File: config.mk
export PLATFORM = sky130hd
export DESIGN_NAME = lbm_mouse_event_decoder
export DESIGN_NICKNAME = d
export VERILOG_FILES = /design/src/rtl/lbm_mouse_event_decoder.sv
export SDC_FILE = /design/constraint.sdc
export NUM_CORES = 1
export LEC_CHECK = 0
export CORE_MARGIN = 2
export CORE_UTILIZATION = 40
export DETAILED_ROUTE_END_ITERATION = 8
export SLEW_MARGIN = 0
export SYNTH_ARGS = -nofsm -noshare
export SYNTH_HDL_FRONTEND = slang
export SYNTH_SLANG_ARGS = --single-unit
File: constraint.sdc
create_clock -name clk_clk -period 3.85 [get_ports clk_clk]
set_clock_uncertainty 0.15 [all_clocks]
set_input_delay 0.5775 -clock clk_clk [delete_from_list [all_inputs] [get_ports clk_clk]]
set_output_delay 0.5775 -clock clk_clk [all_outputs]
set_load 0.1 [all_outputs]
File: src/rtl/lbm_mouse_event_decoder.sv
// lbm_mouse_event_decoder
// Gathers the separately written HPS mouse PIO words (x, y, left, right, direction)
// and waits until they have all stayed unchanged for STABLE_CYCLES cycles. It then
// clamps the coordinates to the LBM grid and emits one paint/erase/move event per
// settled change on a valid/ready stream.
// Optional feature: `define EVT_DROP_CNT_EN adds a saturating counter of snapshots
// that settled while an earlier event was still waiting for the consumer.
module lbm_mouse_event_decoder #(
   parameter int GRID_W        = 320,
   parameter int GRID_H        = 240,
   parameter int XW            = 9,
   parameter int YW            = 8,
   parameter int STABLE_CYCLES = 16
) (
   input  logic          clk_clk,
   input  logic          reset_reset_n,
   input  logic [26:0]   pio_x_coord,
   input  logic [26:0]   pio_y_coord,
   input  logic [31:0]   pio_left_click,
   input  logic [31:0]   pio_right_click,
   input  logic [31:0]   pio_direction,
   output logic          evt_valid,
   input  logic          evt_ready,
   output logic [XW-1:0] evt_x,
   output logic [YW-1:0] evt_y,
   output logic [1:0]    evt_op,
   output logic [1:0]    evt_dir,
   output logic [15:0]   evt_drop_cnt
);

   localparam int CW = (STABLE_CYCLES > 1) ? $clog2(STABLE_CYCLES) : 1;
   localparam logic [CW-1:0] CNT_RLD = CW'(STABLE_CYCLES - 1);
   localparam logic [26:0]   GW      = 27'(GRID_W);
   localparam logic [26:0]   GH      = 27'(GRID_H);

   // Only the bits that carry meaning take part in the stability compare.
   typedef struct packed {
      logic [26:0] x;
      logic [26:0] y;
      logic        left;
      logic        right;
      logic [1:0]  dir;
   } snap_t;

   typedef enum logic [1:0] {S_IDLE, S_SETTLE, S_EMIT} state_t;

   state_t          state_q;
   snap_t           snap_q, last_q, em_q, in_snap;
   logic [CW-1:0]   cnt_q;
   logic            pend_q;
   logic            evt_valid_q;
   logic [XW-1:0]   evt_x_q;
   logic [YW-1:0]   evt_y_q;
   logic [1:0]      evt_op_q, evt_dir_q;
   logic            chg, accept;
   logic [XW-1:0]   x_cl;
   logic [YW-1:0]   y_cl;
   logic [1:0]      op_d;
   logic            unused_bits;

   assign unused_bits = ^{pio_left_click[31:1], pio_right_click[31:1], pio_direction[31:2]};

   assign in_snap = '{x: pio_x_coord, y: pio_y_coord, left: pio_left_click[0],
                      right: pio_right_click[0], dir: pio_direction[1:0]};
   assign chg     = (in_snap != snap_q);
   assign accept  = evt_valid_q && evt_ready;

   // Full-width compare so huge raw values clamp rather than wrap; paint wins over erase.
   assign x_cl = (snap_q.x >= GW) ? XW'(GRID_W - 1) : snap_q.x[XW-1:0];
   assign y_cl = (snap_q.y >= GH) ? YW'(GRID_H - 1) : snap_q.y[YW-1:0];
   assign op_d = snap_q.left ? 2'b01 : (snap_q.right ? 2'b10 : 2'b00);

   // Settle/emit FSM; evt_* only change when an event is registered.
   always_ff @(posedge clk_clk or negedge reset_reset_n) begin
      if (!reset_reset_n) begin
         state_q     <= S_IDLE;
         snap_q      <= '0;
         last_q      <= '0;
         em_q        <= '0;
         cnt_q       <= '0;
         pend_q      <= 1'b0;
         evt_valid_q <= 1'b0;
         evt_x_q     <= '0;
         evt_y_q     <= '0;
         evt_op_q    <= '0;
         evt_dir_q   <= '0;
      end else begin
         case (state_q)
            S_IDLE: begin
               if (chg) begin
                  snap_q  <= in_snap;
                  cnt_q   <= CNT_RLD;
                  state_q <= S_SETTLE;
               end
            end
            S_SETTLE: begin
               if (chg) begin
                  snap_q <= in_snap;
                  cnt_q  <= CNT_RLD;
               end else if (cnt_q == '0) begin
                  if (snap_q == last_q) begin
                     state_q <= S_IDLE;
                  end else begin
                     evt_x_q     <= x_cl;
                     evt_y_q     <= y_cl;
                     evt_op_q    <= op_d;
                     evt_dir_q   <= snap_q.dir;
                     em_q        <= snap_q;
                     evt_valid_q <= 1'b1;
                     pend_q      <= 1'b0;
                     state_q     <= S_EMIT;
                  end
               end else begin
                  cnt_q <= cnt_q - 1'b1;
               end
            end
            S_EMIT: begin
               if (accept) begin
                  evt_valid_q <= 1'b0;
                  last_q      <= em_q;
                  pend_q      <= 1'b0;
                  if (chg) begin
                     snap_q  <= in_snap;
                     cnt_q   <= CNT_RLD;
                     state_q <= S_SETTLE;
                  end else if (snap_q != em_q) begin
                     // A newer state arrived while waiting; finish (or reuse) its settle.
                     cnt_q   <= (pend_q && cnt_q != '0) ? cnt_q - 1'b1 : '0;
                     state_q <= S_SETTLE;
                  end else begin
                     state_q <= S_IDLE;
                  end
               end else if (chg) begin
                  snap_q <= in_snap;
                  cnt_q  <= CNT_RLD;
                  pend_q <= 1'b1;
               end else if (pend_q) begin
                  if (cnt_q == '0) pend_q <= 1'b0;
                  else             cnt_q  <= cnt_q - 1'b1;
               end
            end
            default: state_q <= S_IDLE;
         endcase
      end
   end

   assign evt_valid = evt_valid_q;
   assign evt_x     = evt_x_q;
   assign evt_y     = evt_y_q;
   assign evt_op    = evt_op_q;
   assign evt_dir   = evt_dir_q;

`ifdef EVT_DROP_CNT_EN
   logic [15:0] drop_q;
   logic        settle_emit;

   assign settle_emit = (state_q == S_EMIT) && !accept && !chg && pend_q && (cnt_q == '0);

   // Count states that settle while the previous event is still stalled.
   always_ff @(posedge clk_clk or negedge reset_reset_n) begin
      if (!reset_reset_n)                          drop_q <= '0;
      else if (settle_emit && drop_q != 16'hFFFF) drop_q <= drop_q + 16'd1;
   end

   assign evt_drop_cnt = drop_q;
`else
   assign evt_drop_cnt = 16'h0;
`endif

endmodule

==> impl_metrics.env <==
export IMPL_outcome="complete, no violations"
export IMPL_crit_slowest_cell="nor4_1"
export IMPL_finalSetupViolCount=0
export IMPL_critPathTopFamily="simple AND/OR/NAND/NOR gates"
export IMPL_cap_violations=0
export IMPL_wl_met3_um=1020
export IMPL_r2r_slack_ns=0.73
export IMPL_die_height_um=164
export IMPL_cts_hold_buf=0
export IMPL_io_buffers=82
export IMPL_reg2reg_depth=8
export IMPL_hold_path_class="input port to async pin"
export IMPL_gp_congestion=0.893
export IMPL_grt_ovfl_total=0
export IMPL_synthSimpleGateAreaFrac=0.129
export IMPL_fmax_ghz=0.313
export IMPL_cts_tree="built"
export IMPL_cts_resized=0
export IMPL_die_w_um=164
export IMPL_ys_warnings_count=0
export IMPL_arrival_ns=3.37
export IMPL_r2r_start="snap_q[19]"
export IMPL_final_setup_worst_slack_ns=0.658
export IMPL_cp_buffers_inverters=2
export IMPL_period_share=0.829
export IMPL_dr_pass1_iters=4
export IMPL_core_area_mm2=0.0252
export IMPL_final_hold_viol_count=0
export IMPL_pin_count=191
export IMPL_synth_edf_count=0
export IMPL_wl_um=25400
export IMPL_endpoint="em_q[42]"
export IMPL_dp_slack_ns=0.223
export IMPL_rsz0062_at_grt="false"
export IMPL_drt_met1_wl_um=12400
export IMPL_ys_flop_type="dfrtp_1"
export IMPL_crit_chain="clkdlybuf4s50_1 > xor2_1 > nor4_1 > nand4_1 > nor4_4 > nand2_4 > nor2_4 > buf_12 > mux2_2"
export IMPL_tns_ns=0
export IMPL_clockRootBuffer="clkbuf_16"
export IMPL_layout_commonest_cell="dfrtp_1"
export IMPL_worstPathMaxFanout=34
export IMPL_via_per_inst=5.06
export IMPL_drive_above_1_share=0.159
export IMPL_syn2layout_area_growth_pct=15.7
export IMPL_grt_pass1_vias=6734
export IMPL_path_class="input port to register"
export IMPL_utilization=0.471
export IMPL_slew_viol_final=0
export IMPL_die_area_mm2=0.0269
export IMPL_start_util=0.407
export IMPL_power_total_mw=4.47
export IMPL_startpoint="pio_y_coord[13]"
export IMPL_synthesis_area_mm2=0.0103
export IMPL_grt_usage=0.200
export IMPL_netlist_cell_type_count=44
export IMPL_highest_layer="met4"
export IMPL_antenna_found_initial=0
export IMPL_max_slew_margin=0.346
export IMPL_clk_pin_slew_ns=0.07
export IMPL_peakVddDrop_mv=0.228
export IMPL_clockBufferDepth=2
export IMPL_synth_area_per_cell_um2=10.6
export IMPL_final_antenna_net_count=0
export IMPL_start_kind="input port"
export IMPL_whs_ns=0.0156
export IMPL_grt_max_degree=76
export IMPL_synth_compound_area_frac=0.0209
export IMPL_synth_top_family_by_area="XOR/XNOR gates"
export IMPL_synthArstFlopShare=1.00
export IMPL_synthAdderAreaFrac=0.00732
export IMPL_vias=6790
export IMPL_numClockSinks=200
export IMPL_r2r_end="em_q[42]"
export IMPL_slowest_delay_ns=0.49
export IMPL_final_cell_count_no_fill=1341
export IMPL_dp_cells=1309
export IMPL_synthCells=967
export IMPL_tightest_slew_ns=0.978
export IMPL_cp_depth=9
export IMPL_p_leak_nw=5.62
export IMPL_cp_data_required_time_ns=4.03
export IMPL_drc=0
export IMPL_drt_initial_drc_count=404
export IMPL_stdcell_area_mm2=0.0119
export IMPL_seq_area_frac_synth=0.488
export IMPL_dr_wl_met2_um=11700
export IMPL_fillers=2370
export IMPL_fin_nets=1157
export IMPL_ctsHtreeMaxLevel=4
export IMPL_numCtsBuffers=17
export IMPL_layout_common_cells="dfrtp_1 (200), nand2_1 (182), xor2_1 (116), mux2_2 (103), clkdlybuf4s50_1 (81)"
export IMPL_num_antenna_cells=0
export IMPL_dp_hpwl_um=18400
export IMPL_post_cts_setup_buffers=0
export IMPL_wl_per_cell_um=19.0
export IMPL_p_per_area_mw_per_mm2=377
export IMPL_cp_end_kind="register"
export IMPL_synthMuxAreaShare=0.144
export IMPL_rows=58
export IMPL_post_dp_cell_area_mm2=0.0112
export IMPL_synthXorXnorAreaFrac=0.149
export IMPL_fin_crit_ns=3.19
export IMPL_grt_pass1_wl_um=39900
export IMPL_synth_seq_cells=200
export IMPL_clk_latency_ns=0.44
-- synthesized netlist by cell type (all sizes together) (5+ instances only) --
cell type / instances / area share
dfrtp: 200 / 0.49
nand2: 183 / 0.068
mux2: 118 / 0.13
xor2: 116 / 0.099
xnor2: 58 / 0.050
clkbuf: 55 / 0.020
buf: 48 / 0.032
nor4: 41 / 0.026
nor2: 28 / 0.011
inv: 26 / 0.0095
nand4: 24 / 0.015
mux2i: 15 / 0.015
o21ai: 11 / 0.0054
a21oi: 6 / 0.0029
ha: 6 / 0.0073
nand3: 5 / 0.0024
-- worst min-delay path by stage --
stage                  startpoint          to  depth (start not counted)
floorplan           reset_reset_n    cnt_q[0]                          0
global placement         evt_x[7]    evt_x[7]                          1
detailed placement       evt_x[6]    evt_x[6]                          1
CTS                 reset_reset_n  snap_q[33]                          1
global route        reset_reset_n    evt_x[8]                          1
finish              reset_reset_n    evt_x[8]                          1
-- area by class of cell --
class                      count  area (um2)  share of cell area
clock inverter                13         168              0.0141
inverter                      26        97.6             0.00823
multi-input combinational    653        4680               0.395
timing repair buffer         100        1050              0.0883
tap                          330         413              0.0348
clock buffer                  19         443              0.0374
sequential                   200        5000               0.422
-- state kept, by name, indices dropped and copies added, names as in the netlist --
| signal | flops |
|---|---|
| last_q | 58 |
| snap_q | 58 |
| em_q | 55 |
| evt_x | 9 |
| evt_y | 8 |
| cnt_q | 4 |
| evt_dir | 2 |
| evt_op | 2 |
| state_q | 2 |
| evt_valid | 1 |
| pend_q | 1 |
-- layer usage --
layer  vias to the layer above  track usage
li1                       3201            -
met1                      3432        0.291
met2                       143        0.315
met3                        14       0.0306
met4                         0       0.0470
met5                         -            0
-- kinds of logic after synthesis --
| logic type | after synthesis |
|---|---|
| flops | 200 |
| simple gates | 291 |
| fa+ha+maj | 6 |
| other cells | 1 |
| buf+inv | 129 |
| xor+xnor | 174 |
| mux | 133 |
| compound gates | 33 |
-- where the power goes --
| part | leakage [nW] | switching, mW | total, mW | internal [mW] |
|---|---|---|---|---|
| clock | 0.300 | 0.844 | 1.90 | 1.05 |
| combinational | 2.76 | 0.217 | 0.362 | 0.145 |
| sequential | 2.56 | 0.0784 | 2.21 | 2.13 |
Power figures use the tool's default switching activity.
